==> src/rtl/mem_port_arbiter_if.sv <==
// mem_port_arbiter_if: fetch, data and downstream memory signals of the unified memory port arbiter
// master: arbiter side (takes i_* requests/acks, drives o_* responses and downstream request)
// slave:  environment side (requesters plus downstream memory)
interface mem_port_arbiter_if #(
  parameter int ADDR_WIDTH  = 64,
  parameter int DATA_WIDTH  = 64,
  parameter int INSTR_WIDTH = 32
);
  logic                   i_if_req;
  logic [ADDR_WIDTH-1:0]  i_if_addr;
  logic                   o_if_ready;
  logic [INSTR_WIDTH-1:0] o_if_rdata;
  logic                   o_if_err;
  logic                   i_dm_req;
  logic                   i_dm_we;
  logic [1:0]             i_dm_store_type;
  logic [ADDR_WIDTH-1:0]  i_dm_addr;
  logic [DATA_WIDTH-1:0]  i_dm_wdata;
  logic                   o_dm_ready;
  logic [DATA_WIDTH-1:0]  o_dm_rdata;
  logic                   o_dm_err;
  logic                   o_mem_req;
  logic                   o_mem_we;
  logic [1:0]             o_mem_store_type;
  logic [ADDR_WIDTH-1:0]  o_mem_addr;
  logic [DATA_WIDTH-1:0]  o_mem_wdata;
  logic                   i_mem_ack;
  logic [DATA_WIDTH-1:0]  i_mem_rdata;
  modport master (
    input  i_if_req, i_if_addr, i_dm_req, i_dm_we, i_dm_store_type, i_dm_addr, i_dm_wdata, i_mem_ack, i_mem_rdata,
    output o_if_ready, o_if_rdata, o_if_err, o_dm_ready, o_dm_rdata, o_dm_err,
           o_mem_req, o_mem_we, o_mem_store_type, o_mem_addr, o_mem_wdata
  );
  modport slave (
    output i_if_req, i_if_addr, i_dm_req, i_dm_we, i_dm_store_type, i_dm_addr, i_dm_wdata, i_mem_ack, i_mem_rdata,
    input  o_if_ready, o_if_rdata, o_if_err, o_dm_ready, o_dm_rdata, o_dm_err,
           o_mem_req, o_mem_we, o_mem_store_type, o_mem_addr, o_mem_wdata
  );
endinterface

==> src/rtl/mem_port_arbiter.sv <==
// mem_port_arbiter: shares one memory port between fetch and load/store, data first with a fetch starvation guard
// clk, arst: clock and asynchronous active-high reset
// bus (master): fetch and data request/response channels plus the downstream req/ack memory channel
module mem_port_arbiter #(
  parameter int ADDR_WIDTH      = 64,
  parameter int DATA_WIDTH      = 64,
  parameter int INSTR_WIDTH     = 32,
  parameter int MAX_DATA_STREAK = 4,
  parameter int TIMEOUT_CYCLES  = 255
) (
  input logic clk,
  input logic arst,
  mem_port_arbiter_if.master bus
);
  localparam int SW = $clog2(MAX_DATA_STREAK + 1);
  localparam int CW = $clog2(TIMEOUT_CYCLES + 1);
  localparam int HI = $clog2(INSTR_WIDTH / 8);
  typedef enum logic [1:0] {IDLE, BUSY_D, BUSY_I, RESP} state_t;
  state_t state, nxt;
  logic [SW-1:0] streak;
  logic [CW-1:0] cnt;
  logic gnt_d, we, err, busy, tmo, pick_d, resp_d, resp_i;
  logic [1:0] st;
  logic [ADDR_WIDTH-1:0] addr;
  logic [DATA_WIDTH-1:0] wdata, rdata;
  always_ff @(posedge clk or posedge arst)
    if (arst) state <= IDLE;
    else state <= nxt;
  // tmo flags the last allowed busy cycle, so o_mem_req stays up exactly TIMEOUT_CYCLES cycles
  always_comb begin
    busy = state == BUSY_D || state == BUSY_I;
    tmo = cnt == CW'(TIMEOUT_CYCLES - 1);
    pick_d = bus.i_dm_req && (!bus.i_if_req || streak < SW'(MAX_DATA_STREAK));
    nxt = state == IDLE ? (pick_d ? BUSY_D : bus.i_if_req ? BUSY_I : IDLE)
        : busy ? (bus.i_mem_ack || tmo ? RESP : state)
        : IDLE;
  end
  always_ff @(posedge clk or posedge arst)
    if (arst) begin
      streak <= '0;
      cnt <= '0;
      gnt_d <= 1'b0;
      we <= 1'b0;
      st <= '0;
      addr <= '0;
      wdata <= '0;
      rdata <= '0;
      err <= 1'b0;
    end else begin
      cnt <= busy ? cnt + CW'(1) : '0;
      if (state == IDLE && pick_d) begin
        gnt_d <= 1'b1;
        we <= bus.i_dm_we;
        st <= bus.i_dm_store_type;
        addr <= bus.i_dm_addr;
        wdata <= bus.i_dm_wdata;
        streak <= streak == SW'(MAX_DATA_STREAK) ? streak : streak + SW'(1);
      end else if (state == IDLE && bus.i_if_req) begin
        gnt_d <= 1'b0;
        we <= 1'b0;
        st <= '0;
        addr <= bus.i_if_addr;
        wdata <= '0;
        streak <= '0;
      end
      // ack beats a simultaneous timeout
      if (busy && (bus.i_mem_ack || tmo)) begin
        rdata <= bus.i_mem_ack ? bus.i_mem_rdata : '0;
        err <= !bus.i_mem_ack;
      end
    end
  assign resp_d = state == RESP && gnt_d;
  assign resp_i = state == RESP && !gnt_d;
  assign bus.o_mem_req = busy;
  assign bus.o_mem_we = busy && we;
  assign bus.o_mem_store_type = busy ? st : '0;
  assign bus.o_mem_addr = busy ? addr : '0;
  assign bus.o_mem_wdata = busy ? wdata : '0;
  assign bus.o_if_ready = resp_i;
  assign bus.o_if_err = resp_i && err;
  assign bus.o_if_rdata = !resp_i ? '0 : addr[HI] ? rdata[INSTR_WIDTH +: INSTR_WIDTH] : rdata[INSTR_WIDTH-1:0];
  assign bus.o_dm_ready = resp_d;
  assign bus.o_dm_err = resp_d && err;
  assign bus.o_dm_rdata = resp_d && !we ? rdata : '0;
endmodule
==> src/flat_wrapper.sv <==
// flat-port wrapper written by rule: the top's interface ports become plain ports
module mem_port_arbiter_flat 
#(
  parameter int ADDR_WIDTH      = 64,
  parameter int DATA_WIDTH      = 64,
  parameter int INSTR_WIDTH     = 32,
  parameter int MAX_DATA_STREAK = 4,
  parameter int TIMEOUT_CYCLES  = 255
)
  (clk, arst, bus_i_if_req, bus_i_if_addr, bus_i_dm_req, bus_i_dm_we, bus_i_dm_store_type, bus_i_dm_addr, bus_i_dm_wdata, bus_i_mem_ack, bus_i_mem_rdata, bus_o_if_ready, bus_o_if_rdata, bus_o_if_err, bus_o_dm_ready, bus_o_dm_rdata, bus_o_dm_err, bus_o_mem_req, bus_o_mem_we, bus_o_mem_store_type, bus_o_mem_addr, bus_o_mem_wdata);
  mem_port_arbiter_if #(.ADDR_WIDTH(ADDR_WIDTH), .DATA_WIDTH(DATA_WIDTH), .INSTR_WIDTH(INSTR_WIDTH)) bus_i ();
  input logic clk;
  input logic arst;
  input wire logic [$bits(bus_i.i_if_req)-1:0] bus_i_if_req;
  input wire logic [$bits(bus_i.i_if_addr)-1:0] bus_i_if_addr;
  input wire logic [$bits(bus_i.i_dm_req)-1:0] bus_i_dm_req;
  input wire logic [$bits(bus_i.i_dm_we)-1:0] bus_i_dm_we;
  input wire logic [$bits(bus_i.i_dm_store_type)-1:0] bus_i_dm_store_type;
  input wire logic [$bits(bus_i.i_dm_addr)-1:0] bus_i_dm_addr;
  input wire logic [$bits(bus_i.i_dm_wdata)-1:0] bus_i_dm_wdata;
  input wire logic [$bits(bus_i.i_mem_ack)-1:0] bus_i_mem_ack;
  input wire logic [$bits(bus_i.i_mem_rdata)-1:0] bus_i_mem_rdata;
  output wire logic [$bits(bus_i.o_if_ready)-1:0] bus_o_if_ready;
  output wire logic [$bits(bus_i.o_if_rdata)-1:0] bus_o_if_rdata;
  output wire logic [$bits(bus_i.o_if_err)-1:0] bus_o_if_err;
  output wire logic [$bits(bus_i.o_dm_ready)-1:0] bus_o_dm_ready;
  output wire logic [$bits(bus_i.o_dm_rdata)-1:0] bus_o_dm_rdata;
  output wire logic [$bits(bus_i.o_dm_err)-1:0] bus_o_dm_err;
  output wire logic [$bits(bus_i.o_mem_req)-1:0] bus_o_mem_req;
  output wire logic [$bits(bus_i.o_mem_we)-1:0] bus_o_mem_we;
  output wire logic [$bits(bus_i.o_mem_store_type)-1:0] bus_o_mem_store_type;
  output wire logic [$bits(bus_i.o_mem_addr)-1:0] bus_o_mem_addr;
  output wire logic [$bits(bus_i.o_mem_wdata)-1:0] bus_o_mem_wdata;
  assign bus_i.i_if_req = bus_i_if_req;
  assign bus_i.i_if_addr = bus_i_if_addr;
  assign bus_i.i_dm_req = bus_i_dm_req;
  assign bus_i.i_dm_we = bus_i_dm_we;
  assign bus_i.i_dm_store_type = bus_i_dm_store_type;
  assign bus_i.i_dm_addr = bus_i_dm_addr;
  assign bus_i.i_dm_wdata = bus_i_dm_wdata;
  assign bus_i.i_mem_ack = bus_i_mem_ack;
  assign bus_i.i_mem_rdata = bus_i_mem_rdata;
  assign bus_o_if_ready = bus_i.o_if_ready;
  assign bus_o_if_rdata = bus_i.o_if_rdata;
  assign bus_o_if_err = bus_i.o_if_err;
  assign bus_o_dm_ready = bus_i.o_dm_ready;
  assign bus_o_dm_rdata = bus_i.o_dm_rdata;
  assign bus_o_dm_err = bus_i.o_dm_err;
  assign bus_o_mem_req = bus_i.o_mem_req;
  assign bus_o_mem_we = bus_i.o_mem_we;
  assign bus_o_mem_store_type = bus_i.o_mem_store_type;
  assign bus_o_mem_addr = bus_i.o_mem_addr;
  assign bus_o_mem_wdata = bus_i.o_mem_wdata;
  mem_port_arbiter #(.ADDR_WIDTH(ADDR_WIDTH), .DATA_WIDTH(DATA_WIDTH), .INSTR_WIDTH(INSTR_WIDTH), .MAX_DATA_STREAK(MAX_DATA_STREAK), .TIMEOUT_CYCLES(TIMEOUT_CYCLES)) u_core (.clk(clk), .arst(arst), .bus(bus_i));
endmodule
==> config.mk <==
export PLATFORM = sky130hd
export DESIGN_NAME = mem_port_arbiter_flat
export DESIGN_NICKNAME = d
export VERILOG_FILES = /design/src/rtl/mem_port_arbiter_if.sv /design/src/rtl/mem_port_arbiter.sv /design/src/flat_wrapper.sv
export SDC_FILE = /design/constraint.sdc
export NUM_CORES = 1
export LEC_CHECK = 0
export BUFFER_PORTS_ARGS = -buffer_cell sky130_fd_sc_hd__buf_2
export CAP_MARGIN = 40
export CORE_ASPECT_RATIO = 0.5
export CORE_MARGIN = 3
export CORE_UTILIZATION = 35
export DETAILED_ROUTE_END_ITERATION = 10
export GPL_TIMING_DRIVEN = 1
export PLACE_DENSITY = 0.66
export SLEW_MARGIN = 40
export SYNTH_ARGS = -nofsm -noshare
export SYNTH_HDL_FRONTEND = slang
export SYNTH_SLANG_ARGS = --single-unit
==> constraint.sdc <==
create_clock -name clk -period 7.4 [get_ports clk]
set_clock_uncertainty 0.05 [all_clocks]
set_input_delay 0.74 -clock clk [delete_from_list [all_inputs] [get_ports clk]]
set_output_delay 0.74 -clock clk [all_outputs]
set_load 0.03 [all_outputs]
==> results.md, run 1 <==
- Vias in the first global route: 9,618
- Post-CTS Setup Inserts: 0
- Setup CP Type: flip-flop to output pin
- Io pins: 496
- Mapped Cells: 1,094
- R2r worst-path depth: 6
- Post-route DRC: 0
- Post-Route WL: 37,370 um
- Commonest non-fill, non-tap cell in the layout: buf_2
- Period minus WS final: 3.248 ns
- Synth cell types: 38
- CTS Buffer Depth: 3
- Initial Util: 36.14%
- Worst hold margin: 0.2213 ns
- TritonCTS clock tree: yes
- Comb pwr share: 51.8%
- Final Hold Violating Endpoints: 0
- Slowest CP cell: buf_4
- Port bufs: 495
- Crit. End Element: output pin
- Met1 WL: 15,460 um
- Worst setup endpoint: bus_o_dm_rdata[1]
- Commonest non-fill, non-tap cells in the layout: 495 x buf_2, 208 x dfrtp_1, 174 x and2_1
- GP Congestion: 0.8927
- DRT antenna net count: 0
- Worst hold path class: input port to async pin
- Syn Std Cell Area: 10,670 um^2
- Share of cells above drive strength 1: 36.31%
- Buf/Inv on CP: 2
- Hold-fix buffers at CTS: 0
- Met2 WL: 19,150 um
- Worst Path Max Fanout: 37
- Maxcap violations: 0
- Top delay family on crit path: buffers and inverters
- Worst slew pin tran: 0.8338 ns
- Worst reg2reg setup slack: 4.84 ns
- Sequential fraction of the synthesis area: 49.27%
- Clk_lat worst skew: 0.51 ns
- DP Wirelength: 25,670 um
- Root Buffer: clkbuf_16
- VDD IR max: 0.2945 mV
- RR Startpoint: u_core.state[0]
- Critical Path Start Type: flip-flop
- Die Y-Extent: 129.4 um
- Sequential power share: 31.2%
- Worst path max stage delay: 0.49 ns
- H-tree depth: 1
- Power per Cell Area: 484.0 nW/um^2
- Final setup vio count: 0
- Initial antenna violation count: 5
- Leakage: 7.508 nW
- Setup TNS: 0 ns
- Metal3 WL: 1801 um
- Max Used Layer: met5
- Tot Pwr: 6.834 mW
- Switching share of total power: 46.73%
- Crit path depth: 5
- Post-CTS Resized: 0
- Internal cell power: 3.640 mW
- Iteration-0 DRC Markers: 853
- Critical R2R Capture: u_core.addr[38]
- Clock sink total: 210
- Total grt overflow: 0
- Slew Viols, Final: 0
- Unrepaired setup endpoints after global routing: false
- First-pass DRT Iterations: 5
- Clock slew at reported path FFs: 0.07 ns
- #FFs+latches synth: 210
- Slew HR: 44.29%
- Tcrit/Tclk final: 43.89%
- Multi-input logic area: 4713 um^2
- Net Count, Synth: 1,364
- Global-route wire length before repair: 55,760 um
- Syn-to-layout area delta: 32.40%
- Critical Path RT: 6.61 ns
- Vias per cell: 5.138
- Clock buffer count from CTS: 22
- Filler cell count: 2,847
- Die Width: 252.9 um
- Core area: 29,510 um^2
- YS warnings: 0
- DR vias: 9,962
- Nets@finish: 1,799
- Fmax: 307.9 MHz
- Net Sw Power: 3.194 mW
- GRT Total Usage: 21.63%
- Die Footprint: 32,730 um^2
- Worst path arrival time: 2.46 ns
- CP cell instances: ha_1 -> nand2_2 -> buf_4 -> nor3_1 -> buf_2
- Clock Power Share: 17.0%
- Reg area: 5260 um^2
- Largest net degree at the start of global routing: 109
- WL per Instance: 19.27 um
- Num rows: 44
- Mean post-synth cell area: 9.749 um^2
- Status: complete, no violations
- Crit. Startpoint: u_core.state[0]
## through the flow
| step | cells | cell area [um^2] | utilization, % | setup WS [ns] |
|---|---|---|---|---|
| 2_1_floorplan | 1094 | 10670 | - | 0.8725 |
| 3_3_place_gp | 1896 | 13350 | 45.23 | 4.544 |
| 3_5_place_dp | 1896 | 13360 | 45.27 | 4.527 |
| 4_1_cts | 1936 | 14110 | 47.81 | 3.961 |
| 5_1_grt | 1938 | 14120 | 47.85 | 3.998 |
| 6_report | 1939 | 14120 | 47.85 | 4.152 |
## worst min path at each step
stage / endpoint / depth (start not counted) / slack [ns]
floorplan: u_core.wdata[0] / 1 / 0.41
global placement: u_core.wdata[28] / 1 / 0.42
detailed placement: u_core.wdata[0] / 1 / 0.42
CTS: u_core.rdata[29] / 2 / 0.24
global route: u_core.rdata[29] / 2 / 0.25
finish: u_core.rdata[29] / 2 / 0.22
## layout make-up
cell class	instances	share of cell area, %
Sequential cell	210	37.25
Multi-Input combinational cell	707	33.38
Timing Repair Buffer	510	18.42
Clock buffer	33	4.838
Tap cell	391	3.464
Inverter	78	2.127
Clock inverter	7	0.4696
Antenna cell	3	0.05316
## layer usage
layer | vias up | track usage, %
li1 | 4692 | -
met1 | 4936 | 28.51
met2 | 272 | 37.11
met3 | 60 | 3.610
met4 | 2 | 6.227
met5 | - | 0
## power by group through the flow
| stage | sequential [mW] | clock (mW) | combinational, mW |
|---|---|---|---|
| floorplan | 1.94 | 0 | 2.72 |
| global placement | 2.13 | 0 | 3.53 |
| detailed placement | 2.13 | 0 | 3.56 |
| CTS | 2.12 | 1.20 | 3.57 |
| global route | 2.20 | 1.25 | 3.85 |
| finish | 2.13 | 1.16 | 3.54 |
## registers in the layout (all words and copies together) (netlist names)
| name | flops |
|---|---|
| u_core.state | 2 |
| u_core.addr | 64 |
| u_core.err | 1 |
| u_core.gnt_d | 1 |
| u_core.we | 1 |
| u_core.cnt | 8 |
| u_core.wdata | 64 |
| u_core.st | 2 |
| u_core.rdata | 64 |
| u_core.streak | 3 |
## cells in the mapped netlist
master,count,share of area (%)
xnor2_1,1,0.082
and2b_1,1,0.070
o21ai_2,1,0.082
inv_1,77,2.7
o311a_1,1,0.094
nor3_1,65,3.1
o211ai_1,1,0.070
buf_2,35,1.6
a221o_1,64,6.0
a21oi_2,1,0.082
nand4_2,1,0.12
o311ai_0,64,5.3
buf_1,4,0.14
buf_4,8,0.56
xor2_1,2,0.16
nand3_1,5,0.23
o21ai_0,6,0.28
ha_1,6,0.70
mux2i_1,34,3.2
nor2_4,1,0.11
o41a_1,1,0.11
and2_1,175,10
or3_1,3,0.18
mux2_2,1,0.11
and2_0,21,1.2
a21oi_1,3,0.14
nand4_1,1,0.059
nand2b_1,3,0.18
nand2_1,134,4.7
nor4b_1,1,0.082
a21o_1,1,0.070
nor2_1,40,1.4
inv_2,1,0.035
clkbuf_1,52,1.8
a2bb2oi_1,1,0.082
a22o_1,67,5.5
dfrtp_1,210,49
a311o_1,1,0.094
## cells by family after synthesis
family / count (synthesis) / share of synthesized area (%)
simple gates: 451 / 21.69
compound gates: 212 / 17.87
flops: 210 / 49.27
buf+inv: 177 / 6.922
mux: 35 / 3.297
fa+ha+maj: 6 / 0.7039
xor+xnor: 3 / 0.2464
No activity file was read; power rests on OpenSTA's default activity.
==> inputs of run 2 (changes only) <==
==> constraint.sdc (replaced) <==
create_clock -name clk -period 3.39 [get_ports clk]
set_clock_uncertainty 0.05 [all_clocks]
set_input_delay 0.339 -clock clk [delete_from_list [all_inputs] [get_ports clk]]
set_output_delay 0.339 -clock clk [all_outputs]
set_load 0.03 [all_outputs]
==> results.md, run 2 (same netlist as run 1, synthesis figures left out) <==
- VDD IR max: 0.6014 mV
- CP cell instances: inv_1 -> ha_4 -> buf_4 -> and2_1 -> buf_2
- Iteration-0 DRC Markers: 698
- Fmax: 332.0 MHz
- Port bufs: 495
- Global-route wire length before repair: 60,000 um
- Sequential power share: 29.9%
- Buf/Inv on CP: 3
- Post-CTS Resized: 0
- Root Buffer: clkbuf_16
- Period minus WS final: 3.012 ns
- R2r worst-path depth: 7
- Die Width: 252.9 um
- Global routing usage on met3: 3.309%
- Die Footprint: 32,730 um^2
- Commonest non-fill, non-tap cell in the layout: buf_2
- GRT Total Usage: 22.90%
- Power per Cell Area: 1003 nW/um^2
- Clock slew at reported path FFs: 0.07 ns
- GP Congestion: 0.8949
- Final Hold Violating Endpoints: 0
- Vias in the first global route: 10,630
- Slowest CP cell: ha_4
- Filler cell count: 2,741
- Met1 Track Usage GR: 29.76%
- Worst hold path class: input port to flip-flop
- Gr busiest metal: met2
- Slew Viols, Final: 0
- Setup CP Type: flip-flop to output pin
- DRT antenna net count: 0
- Io pins: 496
- Slew HR: 47.55%
- Post-CTS Setup Inserts: 0
- Unrepaired setup endpoints after global routing: false
- H-tree depth: 1
- Initial antenna violation count: 4
- Met2 Use GR: 39.52%
- Clock buffer count from CTS: 21
- Net Sw Power: 7.126 mW
- Clk_lat worst skew: 0.50 ns
- Worst Path Max Fanout: 67
- Crit path depth: 5
- Internal cell power: 8.425 mW
- Worst path max stage delay: 0.59 ns
- Nets@finish: 1,937
- Maxcap violations: 0
- Largest net degree at the start of global routing: 106
- Core area: 29,510 um^2
- Total grt overflow: 0
- Share of cells above drive strength 1: 33.53%
- Worst hold margin: 0.02008 ns
- CTS Buffer Depth: 3
- Worst slew pin tran: 0.7868 ns
- WL per Instance: 18.72 um
- Clock sink total: 210
- Post-Route WL: 38,830 um
- Leakage: 8.116 nW
- Switching share of total power: 45.82%
- Tcrit/Tclk final: 88.86%
- Status: complete, no violations
- Worst path arrival time: 2.62 ns
- Crit. End Element: output pin
- Top delay family on crit path: buffers and inverters
- Comb pwr share: 54.0%
- Initial Util: 36.14%
- Die Y-Extent: 129.4 um
- Dpl ws: 0.9230 ns
- DP Wirelength: 26,280 um
- RR Startpoint: u_core.state[0]
- Commonest non-fill, non-tap cells in the layout: 495 x buf_2, 208 x dfrtp_1, 174 x and2_1
- Num rows: 44
- Worst setup endpoint: bus_o_mem_addr[58]
- Post-route DRC: 0
- Setup TNS: 0 ns
- Critical R2R Capture: u_core.addr[29]
- Critical Path Start Type: flip-flop
- Post-route setup slack: 0.3778 ns
- Vias per cell: 5.127
- DR vias: 10,630
- Final setup vio count: 0
- Critical Path RT: 3.00 ns
- Crit. Startpoint: u_core.state[1]
- First-pass DRT Iterations: 5
- Tot Pwr: 15.55 mW
- Largest regs: u_core.addr: 64 flops, u_core.rdata: 64 flops, u_core.wdata: 64 flops
- TritonCTS clock tree: yes
- Clock Power Share: 16.1%
- Syn-to-layout area delta: 45.40%
- Worst reg2reg setup slack: 0.82 ns
[run 2: cell types whose count changed in the layout (fill, tap and decap cells not counted), sizes merged]
cell / previous run / this run
buf: 510 / 518
bufinv: 1 / 3
clkbuf: 33 / 30
clkinv: 4 / 2
diode: 3 / 4
dlygate4sd3: 0 / 131
inv: 79 / 77
[run 2: cell type report]
cell class                      count  area [um^2]  area share [%]
Sequential cell                   210         5258           33.90
Tap cell                          391        489.2           3.155
Clock inverter                      5        100.1          0.6455
Multi-Input combinational cell    707         4711           30.38
Inverter                           78        296.5           1.912
Antenna cell                        4        10.01         0.06455
Clock buffer                       30        619.3           3.994
Timing Repair Buffer              649         4024           25.95
[run 2: tightest hold or removal path, delay by kind of cell]
| family | cells | cell delay (ns) |
|---|---|---|
| buffers and inverters | 1 | 0.08 |
| AOI/OAI and AO/OA | 1 | 0.08 |
| and+or+nand+nor | 1 | 0.04 |
[run 2: routing by layer]
metal / vias up / wire length [um] / share of wire [%]
met3: 99 / 1737 / 4.5
met1: 5227 / 16010 / 41
met2: 332 / 19700 / 51
li1: 4971 / - / -
met5: - / 40 / 0.10
met4: 4 / 1341 / 3.5
[run 2: how the worst min path moves through the flow]
stage                                    from  slack, ns               end  cells after the start
after floorplan               u_core.wdata[0]       0.41   u_core.wdata[0]                      1
after global placement        u_core.wdata[5]       0.42   u_core.wdata[5]                      1
after detailed placement     u_core.wdata[27]       0.42  u_core.wdata[27]                      1
after CTS                  bus_i_dm_wdata[46]    0.00005  u_core.wdata[46]                      2
after global routing       bus_i_dm_wdata[37]      0.004  u_core.wdata[37]                      2
final                     bus_i_mem_rdata[19]       0.02  u_core.rdata[19]                      3
[run 2: power by group through the flow]
stage	logic [mW]	registers (mW)	clock network [mW]
detailed placement	7.95	4.63	0
CTS	8.41	4.61	2.58
finish	8.40	4.65	2.50
floorplan	5.93	4.23	0
global placement	7.85	4.63	0
global route	9.14	4.79	2.68
[run 2: repair_timing]
action                                  CTS  global route
endpoints found under the setup margin    0             0
hold buffers                            130             1
hold endpoints to repair                165             1
[run 2: metrics by stage]
| step | utilization, % | area [um^2] | std cells |
|---|---|---|---|
| after global routing | 52.54 | 15500 | 2072 |
| after floorplan | - | 10670 | 1094 |
| after detailed placement | 45.57 | 13450 | 1903 |
| final | 52.55 | 15510 | 2074 |
| after global placement | 45.57 | 13450 | 1903 |
| after CTS | 52.42 | 15470 | 2068 |
